===== src/rtl/spi_reg_pkg.sv =====
// rtl/spi_reg_pkg.sv - shared types, constants and helpers for the SPI register slave
package spi_reg_pkg;

  typedef enum logic [1:0] {
    CMD_RD   = 2'b00,
    CMD_RSV  = 2'b01,
    CMD_WR   = 2'b10,
    CMD_FAST = 2'b11
  } cmd_e;

  typedef enum logic [2:0] {
    WAIT_DESEL,
    IDLE,
    CMD,
    DATA,
    CRC
  } fsm_state_e;

  localparam logic [7:0] CRC8_POLY = 8'h07;

  // CPHA=0 samples on the leading sclk edge, CPHA=1 on the trailing one
  function automatic logic spi_sample_on_lead(input logic [1:0] mode);
    return ~mode[0];
  endfunction

  function automatic logic [7:0] crc8_step(input logic [7:0] crc, input logic b);
    return {crc[6:0], 1'b0} ^ (((crc[7] ^ b) == 1'b1) ? CRC8_POLY : 8'h00);
  endfunction

endpackage


===== src/rtl/spi_sync_edge.sv =====
// rtl/spi_sync_edge.sv - 2-FF synchroniser with a registered rise/fall pulse stage
module spi_sync_edge #(
  parameter logic RST_VAL = 1'b0
) (
  input  logic clk,
  input  logic rst,
  input  logic d,
  output logic q,
  output logic rise,
  output logic fall
);

  logic [2:0] sr;

  // reset to the idle level of the line so no edge is reported after reset
  always_ff @(posedge clk) begin
    if (rst) sr <= {3{RST_VAL}};
    else     sr <= {sr[1:0], d};
  end

  assign q    = sr[1];
  assign rise = sr[1] & ~sr[2];
  assign fall = ~sr[1] & sr[2];

endmodule


===== src/rtl/spi_reg_bank.sv =====
// rtl/spi_reg_bank.sv - oversampled SPI slave bridging a host to a register bank
// Define SPI_REG_CRC_EN to require a CRC-8 byte after every write word.
module spi_reg_bank
  import spi_reg_pkg::*;
#(
  parameter int ADDR_W   = 3,
  parameter int REG_W    = 8,
  parameter int NUM_REGS = 8,
  parameter int SPI_MODE = 1
) (
  input  logic              clk,
  input  logic              rst,
  input  logic              sclk,
  input  logic              nss,
  input  logic              mosi,
  output logic              miso,
  output logic              miso_oe,
  output logic [ADDR_W-1:0] reg_addr,
  output logic              reg_rd_stb,
  input  logic [REG_W-1:0]  reg_data_i,
  output logic [REG_W-1:0]  reg_data_o,
  output logic              reg_data_o_vld,
  input  logic [7:0]        status,
  output logic [5:0]        fastcmd,
  output logic              fastcmd_vld,
  output logic              frame_err
);

  localparam logic [1:0] MODE        = SPI_MODE[1:0];
  localparam logic       CPOL        = MODE[1];
  localparam logic       LEAD_SAMPLE = spi_sample_on_lead(MODE);
  localparam int         CW          = $clog2(REG_W);

  logic sclk_s, sclk_rise, sclk_fall;
  logic nss_s, nss_rise, nss_fall;
  logic mosi_s, mosi_rise_unused, mosi_fall_unused;

  spi_sync_edge #(.RST_VAL(CPOL)) u_sync_sclk (
    .clk(clk), .rst(rst), .d(sclk), .q(sclk_s), .rise(sclk_rise), .fall(sclk_fall)
  );
  spi_sync_edge #(.RST_VAL(1'b1)) u_sync_nss (
    .clk(clk), .rst(rst), .d(nss), .q(nss_s), .rise(nss_rise), .fall(nss_fall)
  );
  spi_sync_edge #(.RST_VAL(1'b0)) u_sync_mosi (
    .clk(clk), .rst(rst), .d(mosi), .q(mosi_s), .rise(mosi_rise_unused), .fall(mosi_fall_unused)
  );

  logic lead_edge, trail_edge, sample, shift;
  assign lead_edge  = CPOL ? sclk_fall : sclk_rise;
  assign trail_edge = CPOL ? sclk_rise : sclk_fall;
  assign sample     = LEAD_SAMPLE ? lead_edge : trail_edge;
  assign shift      = LEAD_SAMPLE ? trail_edge : lead_edge;

  fsm_state_e        state;
  logic [CW-1:0]     cnt;
  logic [REG_W-1:0]  isr, osr, rd_buf, nx_isr;
  logic              load_pend, wr_mode, last_bit, in_frame;

  assign nx_isr   = {isr[REG_W-2:0], mosi_s};
  assign in_frame = (state == CMD) || (state == DATA) || (state == CRC);

  always_comb begin
    last_bit = 1'b0;
    case (state)
      CMD, CRC: last_bit = (cnt == CW'(7));
      DATA:     last_bit = (cnt == CW'(REG_W - 1));
      default:  last_bit = 1'b0;
    endcase
  end

  function automatic logic [ADDR_W-1:0] addr_inc(input logic [ADDR_W-1:0] a);
    return (a == ADDR_W'(NUM_REGS - 1)) ? '0 : a + 1'b1;
  endfunction

`ifdef SPI_REG_CRC_EN
  logic [7:0] crc;

  // covers the cmd byte plus every data byte since the last checked CRC
  always_ff @(posedge clk) begin
    if (rst || state == IDLE)
      crc <= '0;
    else if (sample && (state == CMD || state == DATA))
      crc <= crc8_step(crc, mosi_s);
    else if (sample && state == CRC && last_bit)
      crc <= '0;
  end
`endif

  always_ff @(posedge clk) begin
    if (rst) begin
      state          <= WAIT_DESEL;
      cnt            <= '0;
      isr            <= '0;
      osr            <= '0;
      rd_buf         <= '0;
      load_pend      <= 1'b0;
      wr_mode        <= 1'b0;
      miso           <= 1'b0;
      miso_oe        <= 1'b0;
      reg_addr       <= '0;
      reg_rd_stb     <= 1'b0;
      reg_data_o     <= '0;
      reg_data_o_vld <= 1'b0;
      fastcmd        <= '0;
      fastcmd_vld    <= 1'b0;
      frame_err      <= 1'b0;
    end else begin
      reg_rd_stb     <= 1'b0;
      reg_data_o_vld <= 1'b0;
      fastcmd_vld    <= 1'b0;
      frame_err      <= 1'b0;
      miso_oe        <= ~nss_s;

      if (reg_rd_stb) begin
        rd_buf    <= reg_data_i;
        load_pend <= 1'b1;
      end
      if (reg_rd_stb || reg_data_o_vld)
        reg_addr <= addr_inc(reg_addr);

      if (shift && in_frame) begin
        if (load_pend) begin
          miso      <= rd_buf[REG_W-1];
          osr       <= {rd_buf[REG_W-2:0], 1'b0};
          load_pend <= 1'b0;
        end else begin
          miso <= osr[REG_W-1];
          osr  <= {osr[REG_W-2:0], 1'b0};
        end
      end

      case (state)
        WAIT_DESEL: begin
          miso <= 1'b0;
          if (nss_s) state <= IDLE;
        end
        IDLE: begin
          miso <= 1'b0;
          if (nss_fall) begin
            state     <= CMD;
            cnt       <= '0;
            load_pend <= 1'b0;
            // with CPHA=0 the master samples bit 7 before any shift edge
            if (LEAD_SAMPLE) begin
              miso <= status[7];
              osr  <= REG_W'({status[6:0], 1'b0}) << (REG_W - 8);
            end else begin
              osr <= REG_W'(status) << (REG_W - 8);
            end
          end
        end
        CMD: if (sample) begin
          isr <= nx_isr;
          if (last_bit) begin
            cnt      <= '0;
            reg_addr <= nx_isr[ADDR_W-1:0];
            case (cmd_e'(nx_isr[7:6]))
              CMD_RD: begin
                wr_mode    <= 1'b0;
                reg_rd_stb <= 1'b1;
                state      <= DATA;
              end
              CMD_WR: begin
                wr_mode <= 1'b1;
                state   <= DATA;
              end
              CMD_FAST: begin
                fastcmd     <= nx_isr[5:0];
                fastcmd_vld <= 1'b1;
                miso        <= 1'b0;
                state       <= WAIT_DESEL;
              end
              default: begin
                miso  <= 1'b0;
                state <= WAIT_DESEL;
              end
            endcase
          end else begin
            cnt <= cnt + 1'b1;
          end
        end
        DATA: if (sample) begin
          isr <= nx_isr;
          if (last_bit) begin
            cnt <= '0;
            if (wr_mode) begin
              reg_data_o <= nx_isr;
`ifdef SPI_REG_CRC_EN
              state <= CRC;
`else
              reg_data_o_vld <= 1'b1;
`endif
            end else begin
              reg_rd_stb <= 1'b1;
            end
          end else begin
            cnt <= cnt + 1'b1;
          end
        end
`ifdef SPI_REG_CRC_EN
        CRC: if (sample) begin
          isr <= nx_isr;
          if (last_bit) begin
            cnt <= '0;
            if (nx_isr[7:0] == crc) begin
              reg_data_o_vld <= 1'b1;
              state          <= DATA;
            end else begin
              frame_err <= 1'b1;
              state     <= WAIT_DESEL;
            end
          end else begin
            cnt <= cnt + 1'b1;
          end
        end
`endif
        default: state <= WAIT_DESEL;
      endcase

      // a word finishing on the same clk as deselect still counts as complete
      if (nss_rise && in_frame) begin
        state     <= IDLE;
        miso      <= 1'b0;
        load_pend <= 1'b0;
        if (!(sample && last_bit) && (state == CMD || state == CRC || cnt != '0))
          frame_err <= 1'b1;
      end
    end
  end

endmodule


===== config.mk =====
export PLATFORM = sky130hd
export DESIGN_NAME = spi_reg_bank
export DESIGN_NICKNAME = d
export VERILOG_FILES = /design/src/rtl/spi_reg_pkg.sv /design/src/rtl/spi_sync_edge.sv /design/src/rtl/spi_reg_bank.sv
export SDC_FILE = /design/constraint.sdc
export NUM_CORES = 1
export LEC_CHECK = 0
export ABC_AREA = 1
export BUFFER_PORTS_ARGS = -buffer_cell sky130_fd_sc_hd__buf_2
export CORE_ASPECT_RATIO = 1.25
export CORE_MARGIN = 2
export CORE_UTILIZATION = 30
export DETAILED_ROUTE_END_ITERATION = 10
export HOLD_SLACK_MARGIN = 0.1
export SLEW_MARGIN = 0
export SYNTH_ARGS = -nofsm -noshare
export SYNTH_HDL_FRONTEND = slang
export SYNTH_SLANG_ARGS = --single-unit

===== constraint.sdc =====
create_clock -name clk -period 1.4 [get_ports clk]
set_input_delay 0.28 -clock clk [delete_from_list [all_inputs] [get_ports clk]]
set_output_delay 0.28 -clock clk [all_outputs]
set_load 0.02 [all_outputs]

Word-level counts from Yosys, hierarchy flattened
Index checks and enable logic that the tools add are counted.

storage, ports and cells
  input bits = 21
  flip-flop bits (word level) = 62

operators by class
  bitwise gates (word level) = 13
  equal/unequal tests = 18
  reductions and logical operators = 30
  $add $sub $neg = 2
  multiplexer cells = 43

operators by type and width
  operator                                               number
  two-way mux 3 bit                                      12
  two-way mux 8 bit                                      4
  two-way mux 1 bit                                      21
  one-hot mux 3 bit (4 select lines)                     1
  AND reduction 4 bit                                    3
  AND reduction 5 bit                                    2
  OR reduction 2 bit                                     5
  equality test 3 bit, second input constant             3
  inequality test 3 x 2 -> 1 bit, second input constant  3
  NOT 1 bit                                              9
  OR reduction 4 bit                                     2
  adder 3 x 1 -> 3 bit, second input constant            2
  equality test 3 x 2 -> 1 bit, second input constant    2
  inequality test 2 x 1 -> 1 bit, second input constant  3
  inequality test 2 bit, second input constant           3
  one-hot mux 1 bit (2 select lines)                     3
  one-hot mux 3 bit (2 select lines)                     1
  logical OR 1 bit                                       5
  bitwise AND 1 bit                                      4
  equality test 2 bit, second input constant             2
  logical AND 1 bit                                      4
  nonzero test 2 bit                                     2
  equality test 3 x 1 -> 1 bit, second input constant    1
  logical NOT 3 bit                                      1
  8 further kinds                                        8

Longest topological paths before layout
Gate-level depths: netlist (run 1).

  word-level depth = 9
  gate-level depth with buffers = 10

By module
Synthesis (run 1) repeated with hierarchy kept, for this count alone.

second synthesis, totals
  cell total of the unflattened synthesis = 344
  area total of the unflattened synthesis = 2567.5 sq um

by module, submodules not included
  module                           cells each  area each (sq um)  times used
  spi_reg_bank                     307         2282.2             1
  spi_sync_edge (u_sync_mosi ...)  12          93.8               2
  spi_sync_edge (u_sync_nss)       13          97.6               1

Worst setup path before layout (run 1)
OpenSTA, ideal clock, no wires.

  kind = reg2reg
  from = register cnt[0]
  to = register reg_data_o[6]
  setup time = 70 ps
  arrival = 1311 ps
  clock period less this slack = 1381 ps
  required time = 1330 ps
  slack = 19 ps
  stages on the path, launching flop included = 9
  cell sequence = dfxtp_1 -> ha_1 -> ha_1 -> nand2_4 -> nor2_8 -> nand3_4 -> clkinv_2 -> nand2_1 -> a21oi_1

between the ends
  cells in the longest elaborated chain, start to end = 3

RTL lines
  what                                  RTL line                                RTL
  start, declared                       spi_reg_bank.sv:55                      logic [CW-1:0] cnt;
  start signal, assigned                spi_reg_bank.sv:179                     cnt <= cnt + 1'b1;
  start signal, assigned                spi_reg_bank.sv:197                     cnt <= cnt + 1'b1;
  equality test 3 bit                   spi_reg_bank.sv:65, spi_reg_bank.sv:66
  two-way mux 1 bit                     n/a
  AND reduction 4 bit (no source line)  n/a
  end signal, assigned                  spi_reg_bank.sv:187                     reg_data_o <= nx_isr;
  end, declared                         spi_reg_bank.sv:21                      output logic [REG_W-1:0] reg_data_o,

Every way passes these cells.
A chain may end at the register's enable or synchronous reset.

Final worst setup path (run 1)
  from = register cnt[1]
  to = register fastcmd[1]

between the ends
  cells in the longest elaborated chain, start to end = 3

RTL lines
  what                                  RTL line                                RTL
  equality test 3 bit                   spi_reg_bank.sv:65, spi_reg_bank.sv:66
  two-way mux 1 bit                     n/a
  AND reduction 4 bit (no source line)  n/a
  end signal, assigned                  spi_reg_bank.sv:168                     fastcmd <= nx_isr[5:0];
  end, declared                         spi_reg_bank.sv:24                      output logic [5:0] fastcmd,

Every way passes these cells.

==> flow_summary_export.csv, run 1 <==
group,metric,value,unit
status,failing_checks,"setup timing",
detailed_routing,dr.first_iter.drc_count,115,
yosys,synth-seq-cells,61,
global_route,grt_remaining_overflow,0,
sta,relSlewSlack,0.751,
yosys,yosys-mux-area-fraction,0,
detailed_routing,routed_wl,5960,microns
clocking,ctsRootBufferMaster,"clkbuf_8",
setup_path,worst_ep_arrival_time,1.68,ns
flow_run,cap_violations,0,
die,design.core.area,8290,sq um
power_and_ir_drop,peakVddDrop,0.583,mV
yosys,postSynth.topFlopCell,"dfxtp_1",
setup_path,critical_path_type,"flop to flop",
sta,worst_slack,-0.000926,ns
die,initial_utilization,0.311,
sta,final_min_period_over_clock_period,1.00,
clocking,cts_hold_repair.buffers,0,
yosys,synth_adder_area_share,0.0242,
yosys,synthArstFlopShare,0,
cells_and_area,final_cells,514,
die,die_width,87.0,microns
setup_path,critPathMaxFanout,7,
clocking,cts_tree,"yes",
yosys,post_synth.cell_area_avg,7.46,sq um
clocking,clock_sinks,61,
power_and_ir_drop,clock_power_share,0.347,
yosys,synth-seq-area-share,0.473,
power_and_ir_drop,total_switching_power,1030,uW
power_and_ir_drop,report.power.total,3690,uW
place,dp_hpwl,4210,microns
place,placed_cells_incl_taps,495,
global_route,grt_resource_usage_total,0.139,
power_and_ir_drop,powerDensity,1110,nW/um^2
global_route,first_pass_grt_wire_length,10100,microns
setup_path,timing.reg2reg.setup_slack,-0.0009,ns
sta,worst_hold_slack,0.122,ns
setup_path,startpoint_type,"flop",
yosys,yosys.area_share.simple,0.296,
sta,worst_slew_pin_slew,0.372,ns
cells_and_area,diodes,0,
min_path,min-delay-path-class,"input pin to flop",
detailed_routing,ant_nets,0,
global_route,largest_net_degree_at_the_start_of_global_routing,30,
cells_and_area,area.growth.synth_to_final,28.8,%
sta,setup_tns,-0.00146,ns
yosys,synth_area,2580,sq um
detailed_routing,num_vias,2336,
status,status,"finished with violations",
place,portBuffers,43,
yosys,dominant_combinational_cell_family_by_area_after_synthesis,"simple AND/OR/NAND/NOR gates",
detailed_routing,route.detailed.wl_per_inst,11.6,microns
power_and_ir_drop,switching_share,0.278,
place,finalWeightedCongestion,0.842,
clocking,max-clock-path-buffers,2,
sta,f_max,714,MHz
power_and_ir_drop,seq_power_share,0.508,
clocking,number_of_buffers_created_by_cts,9,
sta,setup_viol,2,
die,die-height,108,microns
yosys,syn-num-nets,372,
sta,final_period_demand_of_the_worst_path,1.40,ns
yosys,postSynthCellCount,346,
clocking,clk-insertion-delay-late,0.34,ns
place,cell_area_after_placement,3040,sq um
cells_and_area,final_layout_size_suffix_gt1_frac,0.264,
global_route,grt_antenna_before_repair,0,
detailed_routing,drcViolationCount,0,
die,std_cell_rows,37,
cells_and_area,fin_nets,438,
die,die_area,9370,sq um
setup_path,critical_path.endpoint_type,"flop",
clocking,clock_transition_at_the_register_clock_pins_on_the_worst_setup_and_hold_paths_after_cts,0.06,ns
power_and_ir_drop,leakage,0.00157,uW
global_route,grt_pass1_vias,2264,
yosys,synth_enable_flop_cells,0,
yosys,netlist-cell-type-count,32,
cells_and_area,final_design_area_no_fill,3320,sq um
sta,skew,0.00481,ns
setup_path,worstPathRequired,1.68,ns
yosys,synth-compound-area-share,0.127,
sta,grt_setup_unrepaired,"yes",
detailed_routing,firstDrtPassIters,4,
power_and_ir_drop,pwr-share-comb,0.144,
power_and_ir_drop,cellInternalPower,2670,uW
clocking,clock_tree.htree_level_count,3,
yosys,ys_warn_count,0,
detailed_routing,avgViaCountPerCell,4.54,
sta,count_of_final_hold_check_violations,0,
sta,slew_viols_final,0,
die,num_io_pins,44,
yosys,area_share_of_xor_xnor_cells_in_the_synthesized_design,0,
==> sequential cells by signal, indices dropped and copies added, names as in the netlist, 3 cells and up <==
name	cells
isr	7
reg_addr	3
osr	8
reg_data_o	8
cnt	3
u_sync_nss.sr	3
u_sync_sclk.sr	3
rd_buf	8
fastcmd	6
==> cell families after synthesis <==
family	Yosys count
flops	61
buf+inv	51
compound gates	61
simple gates	168
fa+ha+maj	5
==> cells in the final DEF, fill, tap and decap left out, types with 3 or more instances in the layout <==
master and count:
a21oi_1 23, buf_2 43, ha_1 3, inv_1 35, nor2_2 3, dfxtp_2 3, buf_4 19, dfxtp_1 58
nand2_1 72, clkbuf_1 5, clkbuf_8 9, buf_12 3, nor2_4 4, nand2_2 4, nor2_1 48, o21ai_0 21
inv_2 3, o21ai_1 7, nand3_1 22
==> critical path: stages (launching register included) <==
cell and delay, ns:
dfxtp_2 0.35, ha_4 0.14, ha_4 0.14, nand2_4 0.07
nor2_8 0.20, buf_12 0.14, nand2_8 0.07, nor2_4 0.12
nand2_1 0.05, nand2_1 0.06
==> metrics by stage <==
step,util,worst slack (ns)
2_1_floorplan,-,0.0189
3_3_place_gp,0.366,-0.0240
3_5_place_dp,0.366,-0.0774
4_1_cts,0.389,-0.00395
5_1_grt,0.401,-0.0905
6_report,0.401,-0.000926
==> worst paths after layout <==
| path | start | end | cells after the start |
|---|---|---|---|
| worst min-delay path | nss | u_sync_nss.sr[0] | 2 |
| worst max register to register | cnt[1] | fastcmd[1] | 9 |
| worst min register to register | u_sync_mosi.sr[0] | u_sync_mosi.sr[1] | 2 |
| worst max-delay path | cnt[1] | fastcmd[1] | 9 |
==> layout make-up <==
cell class | instances | area (sq um)
Clock buffer | 14 | 143
Clock inverter | 2 | 10.0
Fill cell | 877 | 4960
Inverter | 40 | 158
Multi-Input combinational cell | 235 | 1250
Sequential cell | 61 | 1220
Tap cell | 97 | 121
Timing Repair Buffer | 65 | 418
==> synth_stat cells (3+ instances only) <==
master    instances  share of area
nand2_4           3          0.013
ha_1              5          0.024
nor2_1           54          0.079
nand3_1          22          0.043
clkbuf_1          6         0.0087
buf_2             3         0.0058
a21oi_1          24          0.047
o21ai_0          29          0.056
inv_2             3         0.0044
dfxtp_1          61           0.47
inv_1            35          0.051
nand2_1          74           0.11
==> metal layers <==
metal | GRT usage | vias to the layer above | routed length [microns] | share of wire
met2 | 0.228 | 30 | 2920 | 0.49
met3 | 0.0299 | 9 | 206 | 0.035
met5 | 0 | - | 0 | 0
li1 | - | 1237 | - | -
met1 | 0.165 | 1060 | 2710 | 0.45
met4 | 0.0759 | 0 | 127 | 0.021
==> repair_timing <==
item	4_1_cts	5_1_grt
pin swaps	3	10
setup buffers	1	1
resized for setup	10	23
endpoints found under the setup margin	17	37
cloned	0	1
==> power groups by stage <==
stage               combinational (uW)  clock (uW)  sequential, uW
floorplan                          348           0            1890
global placement                   503           0            1910
detailed placement                 508           0            1910
CTS                                522        1320            1870
global route                       612        1400            1880
finish                             532        1280            1880
Note: power is estimated with default switching activity, not from simulation.
==> run 2: changes to the inputs <==
==> constraint.sdc (replaced) <==
create_clock -name clk -period 1.3 [get_ports clk]
set_input_delay 0.26 -clock clk [delete_from_list [all_inputs] [get_ports clk]]
set_output_delay 0.26 -clock clk [all_outputs]
set_load 0.02 [all_outputs]
==> flow_summary_export.csv, run 2 (same netlist as run 1, synthesis figures left out) <==
group,metric,value,unit
place,dp_hpwl,4200,microns
setup_path,worst_path_dominant_cell_family,"simple AND/OR/NAND/NOR gates",
sta,grt_setup_unrepaired,"yes",
sta,final_period_demand_of_the_worst_path,1.35,ns
sta,relSlewSlack,0.794,
detailed_routing,routed_wl,5840,microns
power_and_ir_drop,leakage,0.00161,uW
die,die-height,108,microns
sta,setup_tns,-0.285,ns
cells_and_area,most_common_library_cell_in_the_layout_ignoring_fill_and_taps,"nand2_1",
detailed_routing,ant_nets,0,
power_and_ir_drop,peakVddDrop,0.520,mV
clocking,cts_tree,"yes",
clocking,clock_tree.htree_level_count,3,
setup_path,critical_path.slowest_cell,"dfxtp_2",
cells_and_area,multi_input_comb_area,1260,sq um
cells_and_area,layout.filler_cells,859,
clocking,number_of_buffers_created_by_cts,9,
cells_and_area,diodes,0,
detailed_routing,firstDrtPassIters,4,
setup_path,startpoint_type,"flop",
global_route,grt_resource_usage_total,0.137,
die,std_cell_rows,37,
sta,f_max,742,MHz
die,die_width,87.0,microns
setup_path,critical_path.endpoint_type,"flop",
power_and_ir_drop,powerDensity,1240,nW/um^2
global_route,grt_pass1_vias,2280,
sta,slew_viols_final,0,
setup_path,worstPathRequired,1.57,ns
setup_path,worst_ep_arrival_time,1.62,ns
die,initial_utilization,0.311,
cells_and_area,fin_nets,440,
setup_path,timing.critical_path.cells,"ha_4 -> ha_4 -> nand2_4 -> nor2_8 -> nand3_4 -> clkinv_4 -> nand2_2 -> a21oi_2",
cells_and_area,final_core_util,0.409,
global_route,largest_net_degree_at_the_start_of_global_routing,29,
die,die_area,9370,sq um
flow_run,cap_violations,0,
place,portBuffers,43,
setup_path,critPathMaxFanout,8,
die,num_io_pins,44,
clocking,clock_sinks,61,
cells_and_area,ff_latch_area,1230,sq um
detailed_routing,route.detailed.wl_per_inst,11.3,microns
min_path,min-delay-path-class,"input pin to flop",
setup_path,critical_path_type,"flop to flop",
sta,final_min_period_over_clock_period,1.04,
cells_and_area,final_design_area_no_fill,3390,sq um
status,status,"finished with violations",
sta,worst_slack,-0.0477,ns
sta,skew,0.00549,ns
status,failing_checks,"setup timing",
clocking,clock_transition_at_the_register_clock_pins_on_the_worst_setup_and_hold_paths_after_cts,0.07,ns
cells_and_area,final_layout_size_suffix_gt1_frac,0.291,
global_route,first_pass_grt_wire_length,10100,microns
sta,setup_viol,11,
detailed_routing,avgViaCountPerCell,4.62,
sta,count_of_final_hold_check_violations,0,
cells_and_area,layout_common_cells,"72 x nand2_1, 57 x dfxtp_1, 51 x nor2_1",
place,cell_area_after_placement,3080,sq um
clocking,ctsRootBufferMaster,"clkbuf_8",
cells_and_area,area.growth.synth_to_final,31.2,%
place,finalWeightedCongestion,0.843,
detailed_routing,dr.first_iter.drc_count,73,
global_route,grt_remaining_overflow,0,
cells_and_area,layout_top_registers,"osr: 8 flops, rd_buf: 8 flops, reg_data_o: 8 flops",
sta,worst_slew_pin_slew,0.308,ns
setup_path,crit_top_cell,"ha_4",
die,design.core.area,8290,sq um
clocking,clk-insertion-delay-late,0.33,ns
detailed_routing,num_vias,2385,
setup_path,worst-path-buf-inv,1,
clocking,max-clock-path-buffers,2,
setup_path,cpPeakStageDelay,0.35,ns
detailed_routing,drcViolationCount,0,
global_route,grt_antenna_before_repair,0,
==> run 2: worst reg2reg max path, stage by stage, from the launching register on <==
cell      delay [ns]
dfxtp_2         0.35
ha_4            0.14
ha_4            0.13
nand2_4         0.07
nor2_8          0.19
nand3_4         0.14
clkinv_4        0.11
nand2_2         0.05
a21oi_2         0.10
==> run 2: routing by layer <==
layer / wire length [microns] / up-vias / GRT usage
met2: 2780 / 48 / 0.221
met4: 119 / 0 / 0.0670
li1: - / 1247 / -
met5: 0 / - / 0
met1: 2710 / 1083 / 0.169
met3: 223 / 7 / 0.0307
==> run 2: report_power, final <==
| part | leakage (uW) | total [uW] | switching [uW] | internal, uW |
|---|---|---|---|---|
| clock network | 0.0000970 | 1570 | 670 | 904 |
| logic | 0.00102 | 609 | 339 | 270 |
| registers | 0.000495 | 2020 | 81.8 | 1940 |
| total | 0.00161 | 4210 | 1090 | 3120 |
==> run 2: metrics by stage <==
stage | std cells | hold WS [ns] | worst slack [ns] | power (uW)
6_report | 516 | 0.121 | -0.0477 | 4210
5_1_grt | 516 | 0.114 | -0.127 | 4420
4_1_cts | 515 | 0.102 | -0.0681 | 4260
3_5_place_dp | 496 | 0.392 | -0.105 | 2640
3_3_place_gp | 496 | 0.393 | -0.0650 | 2630
2_1_floorplan | 346 | 0.364 | 0.0314 | 2410
==> run 2: path summary, 6_finish.rpt <==
check | startpoint | to | slack (ns) | cells after the start
worst max register to register | cnt[1] | reg_data_o[6] | -0.05 | 8
worst min-delay path | nss | u_sync_nss.sr[0] | 0.12 | 2
worst max-delay path | cnt[1] | reg_data_o[6] | -0.05 | 8
worst min register to register | u_sync_sclk.sr[0] | u_sync_sclk.sr[1] | 0.40 | 2
==> run 2: final cells by class <==
| type | instances | area share |
|---|---|---|
| flip-flops and latches | 61 | 0.363 |
| clock buffers | 16 | 0.0562 |
| well taps | 97 | 0.0358 |
| multi-input cells | 235 | 0.373 |
| inverters | 40 | 0.0469 |
| repair buffers | 67 | 0.125 |
==> run 2: what timing repair did <==
action / 4_1_cts / 5_1_grt
cloned: 1 / 0
setup endpoints to repair: 40 / 33
setup buffers: 2 / 1
endpoints found under the hold margin: 0 / 0
pin swaps: 7 / 14
resized for setup: 9 / 19
hold buffers: 0 / 0
